===== src/rtl/instr_fetch.sv =====
// Fetch stage: owns the PC, issues one word read at a time and offers the result to the decoder.
// Defining FETCH_TIMEOUT_EN adds a watchdog on unacknowledged memory requests.
module instr_fetch #(
    parameter logic [31:0] RESET_PC       = 32'h0000_0000,
    parameter int unsigned TIMEOUT_CYCLES = 255
) (
    input  logic        clk,
    input  logic        rst_n,
    input  logic        en,
    input  logic        redirect,
    input  logic [31:0] redirect_pc,
    output logic        mem_req,
    output logic [31:0] mem_addr,
    input  logic        mem_ack,
    input  logic [31:0] mem_rdata,
    output logic [31:0] instr,
    output logic        instr_valid,
    input  logic        instr_ready,
    output logic [31:0] pc_out,
    output logic        fetch_fault
);

    typedef enum logic [1:0] {StIdle, StReq, StHold, StFault} state_e;

    state_e      state;
    logic [31:0] pc;
    logic        kill;
    logic        redir_bad;
    logic        timeout_hit;
    logic        go_fault;
    logic [31:0] req_next_pc;
    logic [31:0] hold_next_pc;

    always_comb begin
        redir_bad    = redirect && (redirect_pc[1:0] != 2'b00);
        go_fault     = (state != StFault) && (redir_bad || timeout_hit);
        req_next_pc  = redirect ? redirect_pc : pc;
        hold_next_pc = redirect ? redirect_pc : pc + 32'd4;
    end

`ifdef FETCH_TIMEOUT_EN
    localparam logic [9:0] TimeoutLast = 10'(TIMEOUT_CYCLES - 1);

    logic [9:0] wait_cnt;

    // Zero outside REQ, so every new request (including a re-issue after a killed ack) starts at 0.
    always_ff @(posedge clk or negedge rst_n) begin
        if (!rst_n) begin
            wait_cnt <= '0;
        end else if (state != StReq || mem_ack) begin
            wait_cnt <= '0;
        end else begin
            wait_cnt <= wait_cnt + 10'd1;
        end
    end

    assign timeout_hit = (state == StReq) && !mem_ack && (wait_cnt == TimeoutLast);
`else
    logic unused_timeout;
    assign unused_timeout = ^TIMEOUT_CYCLES;
    assign timeout_hit    = 1'b0;
`endif

    always_ff @(posedge clk or negedge rst_n) begin
        if (!rst_n) begin
            state       <= StIdle;
            pc          <= RESET_PC;
            kill        <= 1'b0;
            mem_req     <= 1'b0;
            mem_addr    <= RESET_PC;
            instr       <= '0;
            instr_valid <= 1'b0;
            pc_out      <= '0;
            fetch_fault <= 1'b0;
        end else if (go_fault) begin
            state       <= StFault;
            fetch_fault <= 1'b1;
            mem_req     <= 1'b0;
            instr_valid <= 1'b0;
            kill        <= 1'b0;
            if (redir_bad) begin
                pc <= redirect_pc;
            end
        end else begin
            unique case (state)
                StIdle: begin
                    if (redirect) begin
                        pc <= redirect_pc;
                    end else if (en) begin
                        state    <= StReq;
                        mem_req  <= 1'b1;
                        mem_addr <= pc;
                    end
                end
                StReq: begin
                    if (mem_ack) begin
                        if (redirect || kill) begin
                            // Stale data: drop it and re-issue at the current target.
                            kill     <= 1'b0;
                            pc       <= req_next_pc;
                            mem_addr <= req_next_pc;
                        end else begin
                            state       <= StHold;
                            mem_req     <= 1'b0;
                            instr       <= mem_rdata;
                            pc_out      <= pc;
                            instr_valid <= 1'b1;
                        end
                    end else if (redirect) begin
                        pc   <= redirect_pc;
                        kill <= 1'b1;
                    end
                end
                StHold: begin
                    if (redirect || instr_ready) begin
                        pc          <= hold_next_pc;
                        instr_valid <= 1'b0;
                        if (en) begin
                            state    <= StReq;
                            mem_req  <= 1'b1;
                            mem_addr <= hold_next_pc;
                        end else begin
                            state <= StIdle;
                        end
                    end
                end
                StFault: begin
                    state <= StFault;
                end
            endcase
        end
    end

endmodule


===== config.mk =====
export PLATFORM = sky130hd
export DESIGN_NAME = instr_fetch
export DESIGN_NICKNAME = d
export VERILOG_FILES = /design/src/rtl/instr_fetch.sv
export SDC_FILE = /design/constraint.sdc
export NUM_CORES = 1
export LEC_CHECK = 0
export BUFFER_PORTS_ARGS = -buffer_cell sky130_fd_sc_hd__buf_2
export CAP_MARGIN = 20
export CORE_MARGIN = 2
export CORE_UTILIZATION = 50
export DETAILED_ROUTE_END_ITERATION = 8
export PLACE_DENSITY = 0.75
export SLEW_MARGIN = 10
export SYNTH_ARGS = -nofsm -noshare
export SYNTH_HDL_FRONTEND = slang
export SYNTH_SLANG_ARGS = --single-unit

===== constraint.sdc =====
create_clock -name clk -period 2.4 [get_ports clk]
set_input_delay 0.48 -clock clk [delete_from_list [all_inputs] [get_ports clk]]
set_output_delay 0.48 -clock clk [all_outputs]
set_load 0.05 [all_outputs]

==> flow_summary.ini, run 1 <==
[route]
drc_errors = 0
ant_nets = 0
dr.pass1.iters = 8
via_count = 6977
wl_met1_um = 9260
routed_wl_um = 22400
drt_first_iter_violations = 777
wl_met3_um = 2070
highest_layer = met4
viasPerCell = 6.09
dr_wl_met2_um = 10300
post_drt_wl_per_cell_um = 19.6

[final_layout]
mostFrequentLayoutCells = buf_2 (167), dfrtp_1 (134), o21ai_0 (73)
synthToLayoutAreaGrowth_pct = 28.4
drive_gt1_share_pct = 37.8
nets = 1025
antenna_cells = 0
final_common_cell = buf_2

[synthesis]
netlist_area_mm2 = 0.00732
ys_warn_count = 0
synthMuxAreaShare_pct = 12.4
ys_ff_latch = 134
async_flop_share_pct = 100
synth-edff-count = 0
synth_xor_area_share_pct = 1.56
syn_inst = 752
synth_cell_types = 71
synth_compound_area_share_pct = 20.0
syn-num-nets = 828
synth_adder_area_share_pct = 1.03
synthSimpleGateAreaFrac_pct = 14.8
yosysSeqAreaShare_pct = 45.8
synth_top_family_by_area = compound AO/OA/AOI/OAI gates
syn_avg_cell_area_um2 = 9.73
synth_top_flop_cell = dfrtp_1

[timing]
fin_ws_ps = 175
fin_crit_sh_pct = 92.7
finalSetupViolations = 0
layout_min_cycle_time_ps = 2220
hold_violations = 0
worst_clock_skew_ps = 6.90
final_max_slew_viol_count = 0
worst_slew_pin_slew_ps = 623
fmax_mhz = 449
maxSlewHeadroom_pct = 58.0
rsz0062_at_grt = no
setup_tns_ps = 0

[cts]
clock_sinks = 134
tritoncts = yes
cts_root_buf = clkbuf_16
htreeDepth = 4
cts_setup_buffers = 0
clk_latency_ps = 430
cts_buffer_depth = 2
path_clk_slew_ps = 60
cts_made_buffers = 17

[power]
ir_drop_mv = 1.07
power_density_mw_per_mm2 = 1690
leakagePower_nw = 4.28

[place]
portBuffers = 168
hpwl_um = 15600
place_congestion = 0.943
pre_cts_ws_ps = 200

[global_routing]
grt_max_degree = 67
first_global_vias = 6802
grt_pass1_wl_um = 36100
grt_overflow_total = 0
antenna_found_initial = 0
grt.total_usage_pct = 29.0

[setup_path]
critPathKind = reg2reg
cp.arrival_ps = 2540
crit_start = state[1]
worst_r2r_endpoint = mem_addr[20]
worst_setup_path_start_kind = flop
critPathRequiredTime_ps = 2720
rrSetupSlack_ps = 180
cp_max_fo = 10
r2r_start = state[1]
worstSetupEndpointType = flop
worst_r2r_path_depth = 7

[worst_hold_path]
hold_path.class = in2async

[floorplanning]
ioPinCount = 169
core_area_mm2 = 0.0144
die-height_um = 125
dieArea_mm2 = 0.0156
rows = 44
start_util_pct = 50.7
fp.dieW_um = 125

[run]
max-cap-violations = 0

[status]
status = complete, no violations
[synth_stat cells (all sizes together) (4+ instances only)]
cell type	number	share of area (%)
a22oi	14	1.4
a211oi	7	0.79
o21ai	76	5.3
nor2	66	3.4
xnor2	10	1.2
a21o	5	0.51
and3	12	1.1
or3	4	0.36
o22ai	4	0.34
a221oi	8	0.96
o31ai	5	0.51
ha	6	1.0
o221ai	6	0.72
nor4	8	1.3
nand3	10	0.86
a21boi	5	0.51
nand4	12	1.0
buf	30	1.9
a21oi	41	2.9
a31oi	6	0.51
a32oi	7	0.84
mux2	70	11
clkbuf	34	1.8
o211ai	6	0.68
nand2b	6	0.51
nor3	18	1.3
o22a	5	0.60
dfrtp	134	46
inv	12	0.62
nand2	67	3.4
mux2i	12	1.6
[metrics by stage]
stage / instances / cell area (um2) / hold WS [ps] / util (%) / power [W]
2_1_floorplan: 752 / 7320 / 184 / - / 0.0103
5_1_grt: 1146 / 9400 / 51.2 / 65.1 / 0.0168
3_5_place_dp: 1114 / 8780 / 447 / 60.9 / 0.0131
3_3_place_gp: 1114 / 8780 / 453 / 60.9 / 0.0130
4_1_cts: 1146 / 9390 / 25.1 / 65.1 / 0.0159
6_report: 1146 / 9400 / 13.3 / 65.1 / 0.0159
[where the power goes]
group / internal, W / switching [W]
Combinational: 0.00287 / 0.00621
Sequential: 0.00335 / 0.000798
Clock: 0.00164 / 0.00105
[critical path, stage by stage (launching register included)]
cell and delay (ps):
dfrtp_1 430, ha_1 240, nor3b_2 200, buf_4 160
a2111oi_4 420, buf_4 270, o21ai_0 140, o31ai_1 260
[layer usage]
metal / global-route usage, % / up-vias
li1: - / 3164
met1: 40.0 / 3337
met2: 44.2 / 412
met3: 6.76 / 64
met4: 12.7 / 0
met5: 0 / -
[what timing repair did]
item                                    4_1_cts  5_1_grt
endpoints found under the hold margin         0        0
gates resized for setup                       0        2
endpoints found under the setup margin        0        1
hold buffers                                  0        0
[worst max-delay path by stage]
stage,to,cells past startpoint
after floorplan,mem_addr[11],9
after global placement,pc[15],8
after detailed placement,pc[15],8
after CTS,pc[15],8
after global routing,mem_addr[26],8
final,mem_addr[20],7
[registers in the layout (all words and copies together) (netlist names)]
name and count:
pc 32, fetch_fault 1, mem_addr 32, instr_valid 1, kill 1, state 2, pc_out 32, mem_req 1
instr 32
[kinds of logic (layout without fill, tap and decap cells)]
logic type,Yosys count,after routing
AND/OR/NAND/NOR,217,217
buffers and inverters,77,287
flip-flops,134,134
multiplexers,82,82
XOR/XNOR,13,13
AO/OA/AOI/OAI,223,223
adder cells (fa/ha/maj),6,6
[layout make-up]
type                       count  area [um2]
inverter                      13        52.6
tap                          184         230
clock inverter                14         176
timing repair buffer         242        1480
fill                        1205        5030
clock buffer                  18         429
sequential                   134        3350
multi-input combinational    541        3680
Power figures use the tool's default switching activity.
==> run 2, diff against run 1 <==
--- a/config.mk
+++ b/config.mk
@@ -11,6 +11,7 @@
 export CORE_UTILIZATION = 50
 export DETAILED_ROUTE_END_ITERATION = 8
 export PLACE_DENSITY = 0.75
+export RECOVER_POWER = 50
 export SLEW_MARGIN = 10
 export SYNTH_ARGS = -nofsm -noshare
 export SYNTH_HDL_FRONTEND = slang
==> run 2 against run 1 <==
Against the previous run: non-clock buffer count unchanged; flip-flop and latch count unchanged; clock skew hardly changed; wire length is 0.24% higher; register-to-register slack is essentially flat; clock-buffer cell count did not move; worst setup slack got worse by 15 ps; sequential share of layout area up 0.30 points; first-iteration DRC count grew 2.4%; cell count is the same; combinational power fell by 1%; highest routed layer unchanged.
==> flow_summary.ini, run 2 (synthesis results as in run 1) <==
[cts]
htreeDepth = 4
clk_latency_ps = 430
cts_buffer_depth = 2
cts_hold_buf = 0
ctsResizeCount = 0
tritoncts = yes
clock_sinks = 134
cts_made_buffers = 17
path_clk_slew_ps = 60
cts_setup_buffers = 0
cts_root_buf = clkbuf_16

[final_layout]
fin_util_pct = 64.6
nets = 1025
drive_gt1_share_pct = 32.7
mostFrequentLayoutCells = dfrtp_1 (134), buf_2 (119), o21ai_0 (73)
synthToLayoutAreaGrowth_pct = 27.3
final_common_cell = dfrtp_1
antenna_cells = 0

[setup_path]
cp_max_fo = 10
worst_r2r_path_depth = 7
cp-endpoint = mem_addr[15]
crit_start = pc[4]
worst_r2r_endpoint = mem_addr[15]
worstSetupEndpointType = flop
critPathRequiredTime_ps = 2700
worst_setup_path_start_kind = flop
rrSetupSlack_ps = 160
critPathKind = reg2reg
r2r_start = pc[4]
cp.arrival_ps = 2540

[timing]
fmax_mhz = 446
finalSetupViolations = 0
layout_min_cycle_time_ps = 2240
worst_clock_skew_ps = 6.70
setup_tns_ps = 0
fin_crit_sh_pct = 93.3
worst_slew_pin_slew_ps = 1430
rsz0062_at_grt = no
maxSlewHeadroom_pct = 4.63
final_max_slew_viol_count = 0
hold_violations = 0

[route]
drt_first_iter_violations = 796
via_count = 7003
dr.pass1.iters = 6
ant_nets = 0
drc_errors = 0
viasPerCell = 6.11
post_drt_wl_per_cell_um = 19.6
routed_wl_um = 22500

[status]
status = complete, no violations

[place]
place_congestion = 0.943
hpwl_um = 15600
portBuffers = 168

[floorplanning]
ioPinCount = 169
start_util_pct = 50.7
fp.dieW_um = 125
die-height_um = 125
dieArea_mm2 = 0.0156
rows = 44
core_area_mm2 = 0.0144

[global_routing]
grt_overflow_total = 0
grt-busiest-layer = met2
grt.total_usage_pct = 29.0
use_met2_pct = 44.2
grt_max_degree = 67
use_met3_pct = 6.76
grt_pass1_wl_um = 36100
antenna_found_initial = 0
met1_usage_pct = 40.0
first_global_vias = 6802

[power]
power_density_mw_per_mm2 = 1700
leakagePower_nw = 4.13
ir_drop_mv = 1.07

[worst_hold_path]
hold_path.class = in2reg

[run]
max-cap-violations = 0
-- run 2: cell count changes in the layout (fill, tap and decap cells not counted), sizes merged --
cell	before	now
buf	242	192
clkbuf	18	68
-- run 2: worst min-delay path by stage --
stage / endpoint / startpoint / depth (start not counted) / slack [ps]
floorplan: fetch_fault / rst_n / 0 / 180
global placement: fetch_fault / fetch_fault / 1 / 450
detailed placement: fetch_fault / fetch_fault / 1 / 450
CTS: pc[12] / rst_n / 1 / 30
global route: instr[2] / mem_rdata[2] / 2 / 280
finish: instr[9] / mem_rdata[9] / 2 / 280
-- run 2: metal layers --
metal	share of wire (%)	vias up
li1	-	3169
met1	41	3330
met2	45	423
met3	9.4	81
met4	3.8	0
met5	0	-
-- run 2: power breakdown --
group	internal (W)	switching, W	total (W)
registers	0.00336	0.000806	0.00416
clock network	0.00164	0.00105	0.00269
logic	0.00275	0.00621	0.00896
total	0.00775	0.00807	0.0158
-- run 2: area by class of cell --
cell class	instances	area [um2]
flip-flops and latches	134	3350
clock inverters	14	176
clock buffers	18	429
inverters	13	52.6
multi-input cells	541	3680
well taps	184	230
repair buffers	242	1400
fillers	1239	5110
-- run 2: through the flow --
step | area, um2 | setup WS, ps | instances | hold slack [ps] | total power (W)
final | 9320 | 160 | 1146 | 280 | 0.0158
after CTS | 9390 | 182 | 1146 | 25.1 | 0.0159
after global placement | 8780 | 211 | 1114 | 453 | 0.0130
after floorplan | 7320 | 231 | 752 | 184 | 0.0103
after global routing | 9320 | 13.8 | 1146 | 276 | 0.0167
after detailed placement | 8780 | 200 | 1114 | 447 | 0.0131
-- run 2: critical path, stage by stage, from the launching register on --
cell	delay, ps
dfrtp_1	520
nand4_1	330
nor2_1	250
nor4b_1	300
buf_4	180
a311oi_1	80
a221oi_1	320
o21ai_0	130
==> run 3, diff against run 2 <==
--- a/config.mk
+++ b/config.mk
@@ -5,10 +5,12 @@
 export SDC_FILE = /design/constraint.sdc
 export NUM_CORES = 1
 export LEC_CHECK = 0
+export ABC_CLOCK_PERIOD_IN_PS = 2400
 export BUFFER_PORTS_ARGS = -buffer_cell sky130_fd_sc_hd__buf_2
 export CAP_MARGIN = 20
 export CORE_MARGIN = 2
 export CORE_UTILIZATION = 50
+export CTS_BUF_LIST = sky130_fd_sc_hd__clkbuf_4 sky130_fd_sc_hd__clkbuf_8
 export DETAILED_ROUTE_END_ITERATION = 8
 export PLACE_DENSITY = 0.75
 export RECOVER_POWER = 50
==> run 3 against run 2 <==
Against the previous run: global-route usage is 0.56 points lower; worst setup slack worse by 5.4 ps; final area is 1.9% lower; non-clock buffer count is 1 higher; die area stayed put; clock skew is 8.5 ps higher; flip-flop and latch count stayed put; register-to-register slack hardly changed; clock power is 25% lower.
==> flow_summary.ini, run 3 (synthesis results as in run 1) <==
[place]
portBuffers = 168
hpwl_um = 15600
placed_cell_area_mm2 = 0.00878
place_congestion = 0.943
pre_cts_ws_ps = 200

[final_layout]
fin_area_mm2 = 0.00914
mostFrequentLayoutCells = dfrtp_1 (134), buf_2 (119), o21ai_0 (73)
synthToLayoutAreaGrowth_pct = 25.0
fin_util_pct = 63.4
nets = 1026
multiInputGateArea_mm2 = 0.00368
seqCellArea_mm2 = 0.00335
final.fill_count = 1266
final_common_cell = dfrtp_1
antenna_cells = 0
drive_gt1_share_pct = 32.8

[cts]
cts_buffer_depth = 2
cts_made_buffers = 17
clk_latency_ps = 470
cts_setup_buffers = 0
tritoncts = yes
clock_sinks = 134
htreeDepth = 4
cts_root_buf = clkbuf_8
path_clk_slew_ps = 80

[run]
max-cap-violations = 0

[floorplanning]
rows = 44
core_area_mm2 = 0.0144
ioPinCount = 169
start_util_pct = 50.7
dieArea_mm2 = 0.0156
fp.dieW_um = 125
die-height_um = 125

[route]
routed_wl_um = 22100
drc_errors = 0
post_drt_wl_per_cell_um = 19.3
ant_nets = 0
drt_first_iter_violations = 877
viasPerCell = 6.07
dr.pass1.iters = 6
via_count = 6957

[setup_path]
worstSetupEndpointType = flop
slowest_delay_ps = 520
critPathKind = reg2reg
critPathRequiredTime_ps = 2740
cp.arrival_ps = 2580
slowest_stage = dfrtp_1
path_cells = nand4_1, nor2_1, nor4b_1, buf_4, a311oi_1, a221oi_1, o21ai_0
worst_setup_path_start_kind = flop
cp_max_fo = 10

[timing]
worst_clock_skew_ps = 15.2
final_max_slew_viol_count = 0
rsz0062_at_grt = no
maxSlewHeadroom_pct = 4.31
fmax_mhz = 445
setup_tns_ps = 0
hold_violations = 0
worst_slew_pin_slew_ps = 1440
fin_crit_sh_pct = 93.5
finalSetupViolations = 0
fin_ws_ps = 155
layout_min_cycle_time_ps = 2250

[power]
netSwitchingPower_w = 0.00794
p_clk_share_pct = 13.4
p_int_w = 0.00715
power_density_mw_per_mm2 = 1650
ir_drop_mv = 1.00
leakagePower_nw = 4.05
p_seq_share_pct = 27.5
comb_power_share_pct = 59.2
swShare_pct = 52.6

[worst_hold_path]
hold_path.class = in2reg

[global_routing]
grt_overflow_total = 0
grt_max_degree = 67
first_global_vias = 6758
antenna_found_initial = 0
grt.total_usage_pct = 28.5
grt_pass1_wl_um = 35400

[status]
status = complete, no violations
run 3: changes by cell type in the layout (fill, tap and decap cells not counted):
cell / previous run / this run
clkbuf_8: 0 / 17
dlygate4sd3_1: 0 / 1
buf_6: 0 / 1
clkbuf_16: 17 / 0
clkbuf_1: 49 / 48
run 3: timing repair:
item	CTS	global route
hold buffers	1	0
gates resized for setup	0	2
setup endpoints to repair	0	1
endpoints found under the hold margin	52	0
run 3: metrics by stage:
| step | total power, W | instances | hold slack [ps] |
|---|---|---|---|
| 2_1_floorplan | 0.0103 | 752 | 184 |
| 3_3_place_gp | 0.0130 | 1114 | 453 |
| 3_5_place_dp | 0.0131 | 1114 | 447 |
| 4_1_cts | 0.0151 | 1147 | 218 |
| 5_1_grt | 0.0159 | 1147 | 217 |
| 6_report | 0.0151 | 1147 | 235 |
run 3: area by class of cell:
type,instances,area share (%)
Inverter,13,0.575
Tap cell,184,2.52
Timing Repair Buffer,243,15.5
Multi-Input combinational cell,541,40.2
Sequential cell,134,36.7
Clock buffer,18,2.64
Clock inverter,14,1.93
run 3: worst paths after layout:
| path | start | to | slack (ps) | cells past startpoint |
|---|---|---|---|---|
| min in group asynchronous | rst_n | mem_addr[16] | 890 | 2 |
| worst max register to register | pc[4] | mem_addr[15] | 150 | 7 |
| worst min-delay path | mem_rdata[3] | instr[3] | 240 | 2 |
| worst min register to register | fetch_fault | fetch_fault | 480 | 1 |
| max in group asynchronous | rst_n | mem_addr[0] | 430 | 3 |
| worst max-delay path | pc[4] | mem_addr[15] | 150 | 7 |
run 3: power groups by stage:
stage | clock network (W) | logic, W | registers [W]
after floorplan | 0 | 0.00358 | 0.00671
after global placement | 0 | 0.00884 | 0.00412
after detailed placement | 0 | 0.00894 | 0.00415
after CTS | 0.00204 | 0.00896 | 0.00412
after global routing | 0.00214 | 0.00948 | 0.00429
final | 0.00202 | 0.00893 | 0.00415
run 3: critical path: cells and delay by family (launching register included):
kind	cells	cell delay (ps)
and+or+nand+nor	3	870
DFF	1	520
buffers and inverters	1	180
AOI/OAI and AO/OA	3	550
run 3: per-layer routing:
| layer | routed length [um] | vias up | GRT usage (%) |
|---|---|---|---|
| met5 | 0 | - | 0 |
| met4 | 733 | 0 | 11.6 |
| met3 | 2000 | 77 | 6.93 |
| met2 | 10100 | 377 | 43.7 |
| met1 | 9280 | 3344 | 39.0 |
| li1 | - | 3159 | - |
